## src/rtl/ctrl_pkg.sv

```systemverilog
// Shared state encoding, ALU op codes, opcodes and error causes for the
// multicycle controller.
package ctrl_pkg;

  typedef enum logic [3:0] {
    StReset    = 4'd0,
    StFetch    = 4'd1,
    StDecode   = 4'd2,
    StExecR    = 4'd3,
    StExecI    = 4'd4,
    StAddrCalc = 4'd5,
    StMemLoad  = 4'd6,
    StWbLoad   = 4'd7,
    StMemStore = 4'd8,
    StWbAlu    = 4'd9,
    StBranch   = 4'd10,
    StJal      = 4'd11,
    StError    = 4'd12
  } state_e;

  localparam logic [2:0] AluAdd = 3'b001;
  localparam logic [2:0] AluSub = 3'b010;

  localparam logic [6:0] OpR      = 7'b0110011;
  localparam logic [6:0] OpImm    = 7'b0010011;
  localparam logic [6:0] OpLoad   = 7'b0000011;
  localparam logic [6:0] OpStore  = 7'b0100011;
  localparam logic [6:0] OpBranch = 7'b1100011;
  localparam logic [6:0] OpJal    = 7'b1101111;

  localparam logic [1:0] ErrNone    = 2'b00;
  localparam logic [1:0] ErrIllegal = 2'b01;
  localparam logic [1:0] ErrTimeout = 2'b10;

  // States that wait on mem_ready and are therefore covered by the timer.
  function automatic logic is_wait_state(input state_e s);
    return s inside {StFetch, StMemLoad, StMemStore};
  endfunction

endpackage

```

## src/rtl/ctrl_wait_timer.sv

```systemverilog
// Counts consecutive memory-wait cycles; expired flags the cycle on which the
// count would reach the limit.
module ctrl_wait_timer (
  input  logic       clk,
  input  logic       rst,
  input  logic       enable,
  input  logic       clear,
  input  logic [7:0] limit,
  output logic       expired
);

  logic [7:0] count_q;

  always_ff @(posedge clk) begin
    if (rst || clear) begin
      count_q <= '0;
    end else if (enable && count_q != 8'hff) begin
      count_q <= count_q + 8'd1;
    end
  end

  // count_q holds the wait cycles already spent, so this cycle is number count_q + 1.
  assign expired = enable && (count_q >= limit - 8'd1);

endmodule

```

## src/rtl/ctrl_multicycle.sv

```systemverilog
// Multicycle RISC-style control unit: Moore FSM driving datapath enables and
// selects, with a memory-wait watchdog and a retired-instruction counter.
module ctrl_multicycle #(
  parameter int unsigned CNT_W       = 32,
  parameter int unsigned MEM_TIMEOUT = 15,
  parameter bit          EN_JAL      = 1'b1
) (
  input  logic             clk,
  input  logic             rst,
  input  logic [31:0]      instr,
  input  logic             zero,
  input  logic             mem_ready,
  output logic             pc_write,
  output logic             ir_write,
  output logic             mem_read,
  output logic             mem_write,
  output logic             load_a,
  output logic             load_b,
  output logic             load_alu_out,
  output logic             load_mdr,
  output logic             reg_write,
  output logic [2:0]       alu_op,
  output logic             sel_alu_a,
  output logic [1:0]       sel_alu_b,
  output logic             sel_pc,
  output logic [1:0]       sel_wb,
  output logic [3:0]       state_out,
  output logic             err,
  output logic [1:0]       err_cause,
  output logic [CNT_W-1:0] instret
);
  import ctrl_pkg::*;

  localparam logic [7:0] TimeoutLimit = 8'(MEM_TIMEOUT);

  state_e           state_q, state_d;
  logic             err_q;
  logic [1:0]       cause_q, cause_d;
  logic [CNT_W-1:0] instret_q;
  logic             timeout, waiting, retire, r_legal, br_legal;
  logic [6:0]       opcode, funct7;
  logic [2:0]       funct3;
  logic             unused_instr_bits;

  assign opcode            = instr[6:0];
  assign funct3            = instr[14:12];
  assign funct7            = instr[31:25];
  assign unused_instr_bits = ^{instr[24:15], instr[11:7]};

  assign r_legal  = (funct3 == 3'b000) && (funct7 == 7'b0000000 || funct7 == 7'b0100000);
  assign br_legal = (funct3 == 3'b000) || (funct3 == 3'b001);
  assign waiting  = is_wait_state(state_q) && !mem_ready;

  ctrl_wait_timer u_wait_timer (
    .clk     (clk),
    .rst     (rst),
    .enable  (waiting),
    .clear   (state_d != state_q),
    .limit   (TimeoutLimit),
    .expired (timeout)
  );

  always_comb begin
    state_d = state_q;
    cause_d = ErrNone;
    case (state_q)
      StReset:    state_d = StFetch;
      StFetch:    if (mem_ready) state_d = StDecode;
      StDecode: begin
        case (opcode)
          OpR:             state_d = StExecR;
          OpImm:           state_d = StExecI;
          OpLoad, OpStore: state_d = StAddrCalc;
          OpBranch:        state_d = StBranch;
          OpJal:           state_d = EN_JAL ? StJal : StError;
          default:         state_d = StError;
        endcase
        if (state_d == StError) cause_d = ErrIllegal;
      end
      StExecR: begin
        state_d = r_legal ? StWbAlu : StError;
        if (!r_legal) cause_d = ErrIllegal;
      end
      StExecI:    state_d = StWbAlu;
      StAddrCalc: state_d = (opcode == OpStore) ? StMemStore : StMemLoad;
      StMemLoad:  if (mem_ready) state_d = StWbLoad;
      StWbLoad:   state_d = StFetch;
      StMemStore: if (mem_ready) state_d = StFetch;
      StWbAlu:    state_d = StFetch;
      StBranch: begin
        state_d = br_legal ? StFetch : StError;
        if (!br_legal) cause_d = ErrIllegal;
      end
      StJal:      state_d = StFetch;
      StError:    state_d = StError;
      default:    state_d = StReset;
    endcase
    // Only raised while mem_ready is low, so a same-cycle ready always advances.
    if (timeout) begin
      state_d = StError;
      cause_d = ErrTimeout;
    end
  end

  assign retire = (state_d == StFetch) &&
                  (state_q inside {StWbAlu, StWbLoad, StMemStore, StBranch, StJal});

  always_ff @(posedge clk) begin
    if (rst) begin
      state_q   <= StReset;
      err_q     <= 1'b0;
      cause_q   <= ErrNone;
      instret_q <= '0;
    end else begin
      state_q <= state_d;
      if (state_d == StError && !err_q) begin
        err_q   <= 1'b1;
        cause_q <= cause_d;
      end
      if (retire) instret_q <= instret_q + CNT_W'(1);
    end
  end

  always_comb begin
    pc_write     = 1'b0;
    ir_write     = 1'b0;
    mem_read     = 1'b0;
    mem_write    = 1'b0;
    load_a       = 1'b0;
    load_b       = 1'b0;
    load_alu_out = 1'b0;
    load_mdr     = 1'b0;
    reg_write    = 1'b0;
    alu_op       = AluAdd;
    sel_alu_a    = 1'b0;
    sel_alu_b    = 2'd0;
    sel_pc       = 1'b0;
    sel_wb       = 2'd0;
    case (state_q)
      StFetch: begin
        mem_read  = 1'b1;
        sel_alu_b = 2'd1;
        ir_write  = mem_ready;
        pc_write  = mem_ready;
      end
      StDecode: begin
        load_a       = 1'b1;
        load_b       = 1'b1;
        load_alu_out = 1'b1;
        sel_alu_b    = 2'd2;
      end
      StExecR: begin
        sel_alu_a    = 1'b1;
        load_alu_out = 1'b1;
        if (r_legal && funct7 == 7'b0100000) alu_op = AluSub;
      end
      StExecI, StAddrCalc: begin
        sel_alu_a    = 1'b1;
        sel_alu_b    = 2'd2;
        load_alu_out = 1'b1;
      end
      StMemLoad: begin
        mem_read = 1'b1;
        load_mdr = mem_ready;
      end
      StWbLoad: begin
        reg_write = 1'b1;
        sel_wb    = 2'd1;
      end
      StMemStore: mem_write = 1'b1;
      StWbAlu:    reg_write = 1'b1;
      StBranch: begin
        sel_alu_a = 1'b1;
        alu_op    = AluSub;
        sel_pc    = 1'b1;
        // BEQ takes the branch on zero, BNE on not-zero.
        pc_write  = br_legal && (zero ^ (funct3 == 3'b001));
      end
      StJal: begin
        reg_write = 1'b1;
        sel_wb    = 2'd2;
        pc_write  = 1'b1;
        sel_pc    = 1'b1;
      end
      default: ;
    endcase
  end

  assign state_out = state_q;
  assign err       = err_q;
  assign err_cause = cause_q;
  assign instret   = instret_q;

endmodule

```

## config.mk

```make
export PLATFORM = sky130hd
export DESIGN_NAME = ctrl_multicycle
export DESIGN_NICKNAME = d
export VERILOG_FILES = /design/src/rtl/ctrl_pkg.sv /design/src/rtl/ctrl_wait_timer.sv /design/src/rtl/ctrl_multicycle.sv
export SDC_FILE = /design/constraint.sdc
export NUM_CORES = 1
export LEC_CHECK = 0
export BUFFER_PORTS_ARGS = -buffer_cell sky130_fd_sc_hd__buf_2
export CORE_ASPECT_RATIO = 2
export CORE_MARGIN = 5
export CORE_UTILIZATION = 40
export CTS_BUF_LIST = sky130_fd_sc_hd__clkbuf_4 sky130_fd_sc_hd__clkbuf_8
export CTS_CLUSTER_SIZE = 25
export DETAILED_ROUTE_END_ITERATION = 6
export PLACE_DENSITY = 0.7
export SYNTH_ARGS = -nofsm -noshare
export SYNTH_HDL_FRONTEND = slang
export SYNTH_HIERARCHICAL = 1
export SYNTH_SLANG_ARGS = --single-unit
```

## constraint.sdc

```tcl
create_clock -name clk -period 3.6 [get_ports clk]
set_input_delay 0 -clock clk [delete_from_list [all_inputs] [get_ports clk]]
set_output_delay 0 -clock clk [all_outputs]
set_load 0.01 [all_outputs]
```

==> results.py <==
metrics = {
    "worst_setup_path": {
        "path_class": "flip-flop to flip-flop",
        "r2r_slack_ns": 0.37,
        "timing.rr.start": "state_out[2]",
        "cp.required_ns": 3.83,
        "slowest_stage": "or4_1",
        "crit_family": "simple AND/OR/NAND/NOR gates",
        "crit_chain": "nand2b_4 > o21ai_0 > a21oi_1 > nor2_1 > buf_4 > o21ai_0 > o32ai_2 > a221o_1 > buf_4 > or3_4 > or4_1 > a21oi_1",
        "worstPathMaxFanout": 16,
        "critical_path.endpoint_type": "flip-flop",
        "path_buf_inv": 2,
        "cpPeakStageDelay_ns": 0.52,
        "critPathLaunch": "state_out[2]",
        "cp-start-kind": "flip-flop",
        "cp_data_arrival_time_ns": 3.46,
    },
    "timing": {
        "fmax_ghz": 0.3098,
        "min_period_ns": 3.228,
        "slew_violations": 0,
        "hold_viol": 0,
        "rsz0062_at_grt": "no",
        "finClkSkew_ns": 0.005209,
        "setup_violations": 0,
        "fin_hold_ws_ns": 0.2503,
        "maxSlewHeadroom_pct": 50.26,
        "fin_tns_setup_ns": 0,
        "tightest_slew_ns": 0.7461,
        "fin_crit_sh_pct": 89.67,
    },
    "job": {
        "drv_cap": 0,
    },
    "clock_tree": {
        "cts_tree": "done",
        "cts_made_buffers": 5,
        "cts_root_buf": "clkbuf_8",
        "clk_latency_ns": 0.30,
        "cts.sinks": 47,
        "h-tree-depth": 2,
        "hold_buffers": 0,
        "clockBufferDepth": 2,
        "post_cts_resized": 0,
        "cts.clk_slew.worst_paths_ns": 0.09,
        "cts_setup_buffers": 0,
    },
    "placement": {
        "numPortBuffers": 76,
        "postPlaceCellArea_um2": 3745,
        "gp_congestion": 0.9224,
        "dp_hpwl_um": 6898,
    },
    "power_and_ir_drop": {
        "ir_worst_vdd_v": 0.0001989,
        "power.density_nw_per_um2": 320.4,
        "p_leak_nw": 1.617,
    },
    "cells_and_area": {
        "diodes": 0,
        "fillCellCount": 775,
        "drive_gt1_share_pct": 20.99,
        "syn2layout_area_growth_pct": 20.99,
        "final_net_count": 552,
        "final_cell_area_um2": 3859,
    },
    "synth": {
        "synth.area.top_cells": "dfxtp_1 (30%), a21oi_1 (5.0%), xnor2_1 (4.7%)",
        "syn-mean-instance-area_um2": 7.798,
        "synth_ff_type": "dfxtp_1",
        "synthArstFlopShare_pct": 0,
        "yosysSeqAreaShare_pct": 29.50,
        "synth_seq_cells": 47,
        "yosysWarningCount": 6,
        "synth_area_um2": 3189,
        "synth_cell_types": 62,
        "synth_edf_count": 0,
        "synth_top_area_cell": "dfxtp_1",
        "synth_cells": 409,
        "yosysMostFrequentCell": "dfxtp_1",
        "synth_common_cells": "dfxtp_1 (47), nor2_1 (36), nand2_1 (33)",
        "synth.top_cell.area_share_pct": 29.50,
    },
    "hold_path": {
        "worstHoldStart": "rst",
        "hold_class": "input pin to flip-flop",
    },
    "run_status": {
        "outcome": "finished, final reports clean",
    },
    "floorplanning": {
        "initial_core_util_pct": 40.45,
        "die_area_um2": 9968,
        "num_rows": 46,
        "die_h_um": 136.3,
        "pin_count": 93,
        "coreArea_um2": 7885,
        "die_w_um": 73.14,
    },
    "grt": {
        "first_global_vias": 3276,
        "grt_max_degree": 42,
        "grt_overflow_total": 0,
        "antenna_found_initial": 0,
        "grt_pass1_wl_um": 14490,
        "grtUsageTotal_pct": 18.03,
    },
    "route": {
        "firstDrtPassIters": 4,
        "viasPerCell": 5.609,
        "dr.first_iter.drc_count": 122,
        "drtAntennaViolNets": 0,
        "drc_errors": 0,
        "wl_per_cell_um": 14.69,
        "totalWireLength_um": 8827,
        "dr_total_vias": 3371,
    },
}
[layout make-up]
cell class                      count  area (um2)  share of cell area, %
Multi-Input combinational cell    346        2165                  56.10
Sequential cell                    47       940.9                  24.38
Timing Repair Buffer               86       455.4                  11.80
Tap cell                           96       120.1                  3.113
Clock buffer                        6       76.32                  1.978
Inverter                           19       71.32                  1.848
Clock inverter                      1       30.03                 0.7782
[logic make-up (layout without fill, tap and decap cells)]
| kind of cell | after synthesis | count (layout) | synth area share, % |
|---|---|---|---|
| adder cells (fa/ha/maj) | 11 | 11 | 4.315 |
| AND/OR/NAND/NOR | 188 | 188 | 32.95 |
| buffers and inverters | 38 | 112 | 5.453 |
| multiplexers | 7 | 7 | 2.236 |
| AO/OA/AOI/OAI | 92 | 92 | 18.71 |
| XOR/XNOR | 24 | 24 | 6.591 |
| flip-flops | 47 | 47 | 29.50 |
| other | 2 | 24 | 0.2355 |
[worst paths after layout]
check	end	cells after the start
setup / recovery	instret[20]	12
hold / removal	state_out[0]	2
setup reg to reg	instret[20]	12
hold reg to reg	err_cause[0]	2
[flip-flops by register name, indices dropped and copies added (netlist names)]
name	flops
err	1
err_cause	2
state_out	4
u_wait_timer/count_q	8
instret	32
[power by group]
part	internal (mW)	switching (mW)	total, mW
Combinational	0.122	0.183	0.305
Clock	0.211	0.178	0.389
Sequential	0.528	0.0139	0.542
Total	0.861	0.375	1.24
[cells in the final DEF (no fill, tap or decap), drive strengths merged, types with 8 or more instances in the layout]
master  Yosys  routed
and3        9       9
conb        2      24
o21ai      17      17
dfxtp      47      47
a21oi      32      32
o31ai      11      11
or3         9       9
ha         11      11
nor2       36      36
nor2b       8       8
nand2b      9       9
nor3       11      11
nor4       14      14
nand4      12      12
inv        19      19
xnor2      17      17
or4         9       9
nand3      18      18
buf        10      86
nand2      34      34
[through the flow]
step | instances | utilization (%) | power [mW] | setup WS (ns)
global route | 601 | 48.94 | 1.297 | 0.1743
global placement | 594 | 47.49 | 0.8484 | 0.4955
floorplan | 431 | - | 0.7544 | 0.2084
CTS | 601 | 48.84 | 1.244 | 0.3270
finish | 601 | 48.94 | 1.236 | 0.3720
detailed placement | 594 | 47.49 | 0.8546 | 0.4082
[layer usage]
metal | GRT usage, % | vias to the layer above | wire length [um]
met5 | 0 | - | 0
met4 | 9.548 | 0 | 327
met3 | 2.739 | 21 | 423
met2 | 34.70 | 100 | 4960
met1 | 17.45 | 1582 | 3116
li1 | - | 1668 | -
Power figures use the tool's default switching activity.
